## config.mk

```make
export PLATFORM = sky130hd
export DESIGN_NAME = pulse_demodulator
export DESIGN_NICKNAME = d
export VERILOG_FILES = /design/src/rtl/pulse_demodulator_pkg.sv /design/src/rtl/pulse_in_sync.sv /design/src/rtl/pulse_demodulator.sv
export SDC_FILE = /design/constraint.sdc
export NUM_CORES = 1
export LEC_CHECK = 0
export BUFFER_PORTS_ARGS = -buffer_cell sky130_fd_sc_hd__buf_2
export CAP_MARGIN = 20
export CORE_ASPECT_RATIO = 0.7
export CORE_MARGIN = 4
export CORE_UTILIZATION = 62
export CTS_CLUSTER_DIAMETER = 100
export CTS_CLUSTER_SIZE = 28
export DETAILED_ROUTE_END_ITERATION = 6
export PLACE_DENSITY = 0.81
export SLEW_MARGIN = 20
export SYNTH_ARGS = -nofsm -noshare
export SYNTH_HDL_FRONTEND = slang
export SYNTH_HIERARCHICAL = 1
export SYNTH_SLANG_ARGS = --single-unit
```

## constraint.sdc

```tcl
create_clock -name CLK -period 7.1 [get_ports CLK]
set_input_delay 0.355 -clock CLK [delete_from_list [all_inputs] [get_ports CLK]]
set_output_delay 0.355 -clock CLK [all_outputs]
set_load 0.02 [all_outputs]
```

## src/rtl/pulse_demodulator_pkg.sv

```systemverilog
// -----------------------------------------------------------------------------
// pulse_demodulator_pkg
// Shared constants and types for the servo-style pulse demodulator.
//   - Direction encodings carried in ModInfo[1:0]
//   - Reference pulse-width constants, expressed in counts at a 100 MHz clock
//   - FSM state encoding (plain localparams)
//   - mod_info_t : packed {level[2:0], dir[1:0]} matching the ModInfo port
//   - scale_count(): rescales a 100 MHz reference count to another clock rate
// -----------------------------------------------------------------------------
package pulse_demodulator_pkg;

  // Direction field of ModInfo
  localparam logic [1:0] DIR_FWD = 2'd0;
  localparam logic [1:0] DIR_NEU = 2'd1;
  localparam logic [1:0] DIR_REV = 2'd2;

  // Reference counts at REF_CLK_RATE
  localparam int unsigned REF_CLK_RATE     = 100000000;
  localparam int unsigned NEUTRAL_COUNT    = 150000;
  localparam int unsigned MIN_ACCEPT_COUNT = 80000;
  localparam int unsigned MAX_ACCEPT_COUNT = 220000;
  localparam int unsigned BIN_WIDTH        = 6250;

  localparam int WIDTH_W   = 21;
  localparam int MAX_LEVEL = 7;

  // FSM state encoding
  localparam logic [1:0] ST_WAIT_LOW  = 2'd0;
  localparam logic [1:0] ST_WAIT_RISE = 2'd1;
  localparam logic [1:0] ST_MEASURE   = 2'd2;
  localparam logic [1:0] ST_DECODE    = 2'd3;

  typedef struct packed {
    logic [2:0] level;
    logic [1:0] dir;
  } mod_info_t;

  localparam mod_info_t MOD_NEUTRAL = '{level: 3'd0, dir: DIR_NEU};

  // 64-bit intermediate: 220000 * 1e8 does not fit in 32 bits.
  function automatic int unsigned scale_count(input int unsigned base,
                                              input int unsigned clk_rate);
    logic [63:0] prod;
    prod = 64'(base) * 64'(clk_rate);
    return 32'(prod / 64'(REF_CLK_RATE));
  endfunction

endpackage

```

## src/rtl/pulse_in_sync.sv

```systemverilog
// -----------------------------------------------------------------------------
// pulse_in_sync
// Two-flop synchronizer for the asynchronous pulse line, with an optional
// glitch filter selected by the macro PULSE_GLITCH_FILTER_EN.
//   CLK      in  clock, rising edge
//   RST      in  asynchronous active-high reset
//   i_pulse  in  raw asynchronous pulse line
//   o_pulse  out synchronized (and, if enabled, filtered) pulse line
// Macro PULSE_GLITCH_FILTER_EN: output changes only after 8 consecutive
// synchronized samples disagree with it (adds 8 cycles of latency).
// -----------------------------------------------------------------------------
module pulse_in_sync (
  input  logic CLK,
  input  logic RST,
  input  logic i_pulse,
  output logic o_pulse
);

  logic r_meta;
  logic r_sync;

  // Reset to "high" so a line that is high when reset releases is never
  // mistaken for a fresh rising edge.
  always_ff @(posedge CLK or posedge RST) begin
    if (RST) begin
      r_meta <= 1'b1;
      r_sync <= 1'b1;
    end else begin
      r_meta <= i_pulse;
      r_sync <= r_meta;
    end
  end

`ifdef PULSE_GLITCH_FILTER_EN
  logic       r_filt;
  logic [2:0] r_run;

  // r_run counts consecutive samples that differ from the current output;
  // the eighth such sample commits the change.
  always_ff @(posedge CLK or posedge RST) begin
    if (RST) begin
      r_filt <= 1'b1;
      r_run  <= 3'd0;
    end else if (r_sync == r_filt) begin
      r_run <= 3'd0;
    end else if (r_run == 3'd7) begin
      r_filt <= r_sync;
      r_run  <= 3'd0;
    end else begin
      r_run <= r_run + 3'd1;
    end
  end

  assign o_pulse = r_filt;
`else
  assign o_pulse = r_sync;
`endif

endmodule

```

## src/rtl/pulse_demodulator.sv

```systemverilog
// -----------------------------------------------------------------------------
// pulse_demodulator
// Measures the high time of a servo-style pulse line and decodes it into a
// direction and a power level.
//   CLK       in   sole clock, rising edge
//   RST       in   asynchronous active-high reset
//   PulseIn   in   asynchronous pulse line
//   Width     out  [20:0] last accepted high time in clock counts
//   ModInfo   out  [4:0]  [4:2] power level 0-7, [1:0] dir 0=fwd 1=neu 2=rev
//   Valid     out  one-cycle strobe when Width/ModInfo update
//   PulseErr  out  one-cycle strobe on a rejected pulse
//   Timeout   out  level, no valid pulse within TIMEOUT counts
// Parameters: CLK_RATE (Hz), DEADBAND (counts), TIMEOUT (counts).
// Macro PULSE_GLITCH_FILTER_EN enables the input glitch filter in
// pulse_in_sync; the default build uses the plain synchronizer.
// Latency from falling edge at the pin to Valid: 4 cycles (sync 2, FSM 1,
// registered decode 1).
// -----------------------------------------------------------------------------
module pulse_demodulator
  import pulse_demodulator_pkg::*;
#(
  parameter int unsigned CLK_RATE = 100000000,
  parameter int unsigned DEADBAND = 5000,
  parameter int unsigned TIMEOUT  = 2500000
) (
  input  logic               CLK,
  input  logic               RST,
  input  logic               PulseIn,
  output logic [WIDTH_W-1:0] Width,
  output logic [4:0]         ModInfo,
  output logic               Valid,
  output logic               PulseErr,
  output logic               Timeout
);

  // Pulse-width limits rescaled to the actual clock rate
  localparam int unsigned MIN_CNT = scale_count(MIN_ACCEPT_COUNT, CLK_RATE);
  localparam int unsigned MAX_CNT = scale_count(MAX_ACCEPT_COUNT, CLK_RATE);
  localparam int unsigned NEU_CNT = scale_count(NEUTRAL_COUNT, CLK_RATE);
  localparam int unsigned BIN_CNT = scale_count(BIN_WIDTH, CLK_RATE);

  localparam int GAP_W = $clog2(TIMEOUT + 1);
  localparam logic [WIDTH_W-1:0] CNT_SAT = '1;

  // ---------------------------------------------------------------------------
  // Input conditioning and edge detection
  // ---------------------------------------------------------------------------
  logic w_line;
  logic r_line_d;
  logic w_rise;
  logic w_fall;

  pulse_in_sync u_sync (
    .CLK     (CLK),
    .RST     (RST),
    .i_pulse (PulseIn),
    .o_pulse (w_line)
  );

  assign w_rise = w_line & ~r_line_d;
  assign w_fall = ~w_line & r_line_d;

  // ---------------------------------------------------------------------------
  // State, width counter, gap counter
  // ---------------------------------------------------------------------------
  logic [1:0]         r_state;
  logic [1:0]         w_state_next;
  logic [WIDTH_W-1:0] r_count;
  logic [GAP_W-1:0]   r_gap;
  logic               w_gap_hit;

  // Fires once, on the cycle the gap counter would reach TIMEOUT. A rise in
  // the same cycle restarts the gap, so it wins.
  assign w_gap_hit = (r_gap == GAP_W'(TIMEOUT - 1)) && !w_rise;

  always_comb begin
    w_state_next = r_state;
    case (r_state)
      ST_WAIT_LOW:  if (!w_line) w_state_next = ST_WAIT_RISE;
      ST_WAIT_RISE: if (w_rise)  w_state_next = ST_MEASURE;
      ST_MEASURE: begin
        if (w_gap_hit)   w_state_next = ST_WAIT_LOW;   // stuck high
        else if (w_fall) w_state_next = ST_DECODE;
      end
      ST_DECODE:    w_state_next = ST_WAIT_RISE;
      default:      w_state_next = ST_WAIT_LOW;
    endcase
  end

  always_ff @(posedge CLK or posedge RST) begin
    if (RST) begin
      r_state  <= ST_WAIT_LOW;
      r_line_d <= 1'b1;
      r_count  <= '0;
      r_gap    <= '0;
    end else begin
      r_state  <= w_state_next;
      r_line_d <= w_line;

      if (w_rise)
        r_gap <= '0;
      else if (r_gap != GAP_W'(TIMEOUT))
        r_gap <= r_gap + 1'b1;

      // The rising-edge cycle is itself a high cycle, so the count starts
      // at 1. r_count is held through DECODE for the decoder.
      case (r_state)
        ST_WAIT_RISE: r_count <= w_rise ? WIDTH_W'(1) : '0;
        ST_MEASURE:   if (w_line && r_count != CNT_SAT) r_count <= r_count + 1'b1;
        ST_DECODE:    r_count <= r_count;
        default:      r_count <= '0;
      endcase
    end
  end

  // ---------------------------------------------------------------------------
  // Decode of the measured width (evaluated while in DECODE)
  // ---------------------------------------------------------------------------
  logic [31:0]          w_count32;
  logic [31:0]          w_dist;
  logic [31:0]          w_excess;
  logic                 w_in_range;
  logic                 w_neutral;
  logic [MAX_LEVEL-1:0] w_therm;
  logic [2:0]           w_level;
  mod_info_t            w_mod_decoded;

  assign w_count32  = 32'(r_count);
  assign w_in_range = (w_count32 >= MIN_CNT) && (w_count32 <= MAX_CNT);
  assign w_dist     = (w_count32 >= NEU_CNT) ? (w_count32 - NEU_CNT)
                                             : (NEU_CNT - w_count32);
  assign w_neutral  = (w_dist <= DEADBAND);
  assign w_excess   = w_neutral ? 32'd0 : (w_dist - DEADBAND);

  // Constant comparator chain: one threshold per level boundary, forming a
  // thermometer code whose population count is the saturated level.
  for (genvar gi = 0; gi < MAX_LEVEL; gi++) begin : g_bin
    localparam int unsigned THRESH = 32'(gi + 1) * BIN_CNT;
    assign w_therm[gi] = (w_excess >= THRESH);
  end

  always_comb begin
    w_level = 3'd0;
    for (int i = 0; i < MAX_LEVEL; i++)
      w_level = w_level + {2'b00, w_therm[i]};
  end

  always_comb begin
    w_mod_decoded = MOD_NEUTRAL;
    if (!w_neutral) begin
      w_mod_decoded.level = w_level;
      w_mod_decoded.dir   = (w_count32 < NEU_CNT) ? DIR_FWD : DIR_REV;
    end
  end

  // ---------------------------------------------------------------------------
  // Output registers
  // ---------------------------------------------------------------------------
  logic [WIDTH_W-1:0] r_width;
  mod_info_t          r_mod_info;
  logic               r_valid;
  logic               r_err;
  logic               r_timeout;

  always_ff @(posedge CLK or posedge RST) begin
    if (RST) begin
      r_width    <= WIDTH_W'(NEU_CNT);
      r_mod_info <= MOD_NEUTRAL;
      r_valid    <= 1'b0;
      r_err      <= 1'b0;
      r_timeout  <= 1'b1;
    end else begin
      r_valid <= 1'b0;
      r_err   <= 1'b0;

      if (w_gap_hit) begin
        r_timeout  <= 1'b1;
        r_mod_info <= MOD_NEUTRAL;
      end

      // Abort of a stuck-high pulse happens in MEASURE and rejection in
      // DECODE, so Valid and PulseErr can never coincide.
      if (r_state == ST_MEASURE && w_gap_hit)
        r_err <= 1'b1;

      if (r_state == ST_DECODE) begin
        if (w_in_range) begin
          r_width    <= r_count;
          r_mod_info <= w_mod_decoded;
          r_valid    <= 1'b1;
          r_timeout  <= 1'b0;
        end else begin
          r_err <= 1'b1;
        end
      end
    end
  end

  assign Width    = r_width;
  assign ModInfo  = r_mod_info;
  assign Valid    = r_valid;
  assign PulseErr = r_err;
  assign Timeout  = r_timeout;

endmodule

```

==> impl_metrics.tcl <==
set metrics [dict create \
    num-nets-final 660 \
    tns_ns 0 \
    finalCritPeriodShare 0.9145 \
    final_common_cell "nor2_1" \
    htreeDepth 3 \
    worstSetupEndpointType "register" \
    drc 0 \
    worst_pin_slew_ns 1.027 \
    ys_seq_elements 77 \
    synth_top_area_share 0.2980 \
    grt_start_max_net_pins 40 \
    synth-compound-area-share 0.1897 \
    synth_nets 641 \
    final_antenna_net_count 0 \
    n_antenna_cell 0 \
    setup_slack_ns 0.6069 \
    boundaryPins 32 \
    drive_above_1_share 0.1502 \
    min_path_type "in -> async" \
    hold_viol 0 \
    required_ns 7.31 \
    p_per_area_nw_per_um2 209.0 \
    grt_pass1_vias 4669 \
    place_ws_ns 0.6535 \
    crit_type "reg -> reg" \
    wl_per_cell_um 18.37 \
    layout.cells.non_filler 766 \
    slew_viol_final 0 \
    power_leakage_uw 0.002618 \
    cts_tree "done" \
    track_usage 0.2940 \
    ys_types 70 \
    vias_per_cell 6.359 \
    core_region_area_um2 8443 \
    dr_total_vias 4871 \
    gp_congestion 0.9818 \
    ys_warn_count 6 \
    clockBufferDepth 2 \
    clock_skew_ns 0.005340 \
    initial_utilization 0.6366 \
    rsz0062_at_grt "no" \
    placed_area_um2 5620 \
    routed_wl_um 14070 \
    synth.avg_cell_area_um2 8.642 \
    cp_max_fo 15 \
    final_area_um2 5918 \
    hold_buffers 0 \
    synth_edf_count 0 \
    cts_root_buf "clkbuf_16" \
    syn_inst 622 \
    area_growth_pct 10.10 \
    drt_iter0_markers 468 \
    dp_cells 750 \
    drtPass1Iterations 6 \
    grt_overflow_total 0 \
    yosysTopAreaCell "dfrtp_1" \
    layout.cells.most_common_list "70 x nor2_1, 64 x dfrtp_1, 43 x nand2_1, 42 x o21ai_0" \
    die_y_um 85.90 \
    setup_viol 0 \
    critPathArrivalTime_ns 6.71 \
    antenna_found_initial 0 \
    status "finished, final reports clean" \
    relSlewSlack 0.3137 \
    portBuffers 31 \
    insertion_delay_ns 0.34 \
    synthAdderAreaFrac 0.04283 \
    die_area_um2 10250 \
    drv_cap 0 \
    ir_drop_mv 0.1576 \
    yosys.area_share.simple 0.2267 \
    synthMuxAreaShare 0.03864 \
    synthFlopType "dfrtp_1" \
    synth_top_cells_by_area "dfrtp_1 30%, dfstp_2 6.4%, xnor2_1 5.5%" \
    synth_top_family_by_area "simple AND/OR/NAND/NOR gates" \
    async_reset_ff_frac 1.000 \
    ys_seq_area_frac 0.3615 \
    clkSinkCount 77 \
    clk_pin_slew_ns 0.06 \
    hpwl_um 10420 \
    fin_total_pwr_uw 1237 \
    cts_buffers 9 \
    rows 28 \
    mappedNetlistArea_um2 5375 \
    postCtsSetupBuffers 0 \
    cts_resized 0 \
    synthXorXnorAreaFrac 0.1008 \
    die-width_um 119.3 \
    grt_pass1_wl_um 24050 \
    startpoint_type "register" \
    max_freq_mhz 154.0 \
    post-route-min-period_ns 6.493 \
]
-- sequential cells by signal, summed over array words and instances, names as in the netlist, 2 cells and up --
signal and cells:
ModInfo 5, Width 21, r_count 21, r_gap 22
r_state 2
-- path summary, 6_finish.rpt --
path / depth (start not counted) / endpoint / from / slack [ns]
max in group asynchronous: 3 / Width[5] / RST / 5.93
min in group CLK: 1 / u_sync/r_meta / PulseIn / 0.11
setup / recovery: 17 / ModInfo[3] / r_count[9] / 0.61
hold reg to reg: 0 / u_sync/o_pulse / u_sync/r_meta / 0.36
setup reg to reg: 17 / ModInfo[3] / r_count[9] / 0.61
hold / removal: 2 / u_sync/r_meta / RST / 0.05
-- synthesized netlist by cell type, drive strengths merged, types with 5 or more instances --
library cell and n:
nor3 15, nor4 9, a211oi 8, nand3 29, a211o 7, a31oi 6, dfstp 13, nand2b 6
and3 11, inv 23, xnor2 35, o31ai 6, buf 8, a21o 5, ha 12, and2 10
or3 13, mux2 14, nand4 16, mux2i 5, clkbuf 24, xor2 26, nor2 70, dfrtp 64
or4 6, a21oi 34, o21ai 44, nand2 43
-- area by class of cell --
class | instances | area (um2)
clock inverter | 7 | 72.57
clock buffer | 9 | 225.2
inverter | 23 | 86.33
tap | 120 | 150.1
multi-input combinational | 490 | 3218
timing repair buffer | 40 | 222.7
fill | 627 | 2525
sequential | 77 | 1943
-- metal layers --
| metal | vias to the layer above | wire, um | GRT usage | share of wire |
|---|---|---|---|---|
| met5 | - | 0 | 0 | 0 |
| met4 | 0 | 241 | 0.08004 | 0.017 |
| met3 | 24 | 1505 | 0.08504 | 0.11 |
| met2 | 238 | 5830 | 0.4131 | 0.41 |
| met1 | 2332 | 6491 | 0.4430 | 0.46 |
| li1 | 2277 | - | - | - |
-- metrics by stage --
stage | hold slack, ns | util
2_1_floorplan | 0.2665 | -
3_3_place_gp | 0.3477 | 0.6657
3_5_place_dp | 0.3476 | 0.6657
4_1_cts | 0.04239 | 0.7009
5_1_grt | 0.05056 | 0.7009
6_report | 0.05023 | 0.7009
-- logic make-up after synthesis --
logic type	count (synthesis)
AO/OA/AOI/OAI	153
XOR/XNOR	61
adder cells (fa/ha/maj)	16
buffers and inverters	55
flip-flops	77
multiplexers	19
AND/OR/NAND/NOR	241
-- report_power, final --
group	internal (uW)	switching, uW
Clock	273	188
Sequential	459	24.9
Combinational	96.6	195
-- critical path, cell delays in order, from the launching register on --
cell	delay, ns
dfrtp_1	0.53
or4_4	0.63
o211a_1	0.25
nor2_1	0.40
buf_4	0.27
mux2i_1	0.29
xor2_1	0.36
o2111ai_1	0.32
or4_1	0.75
and2_1	0.23
nand3_1	0.09
o21ai_0	0.11
fa_1	0.52
inv_1	0.06
fa_1	0.51
fa_1	0.46
fa_1	0.50
o21ai_0	0.08
(Power assumes the default switching activity.)
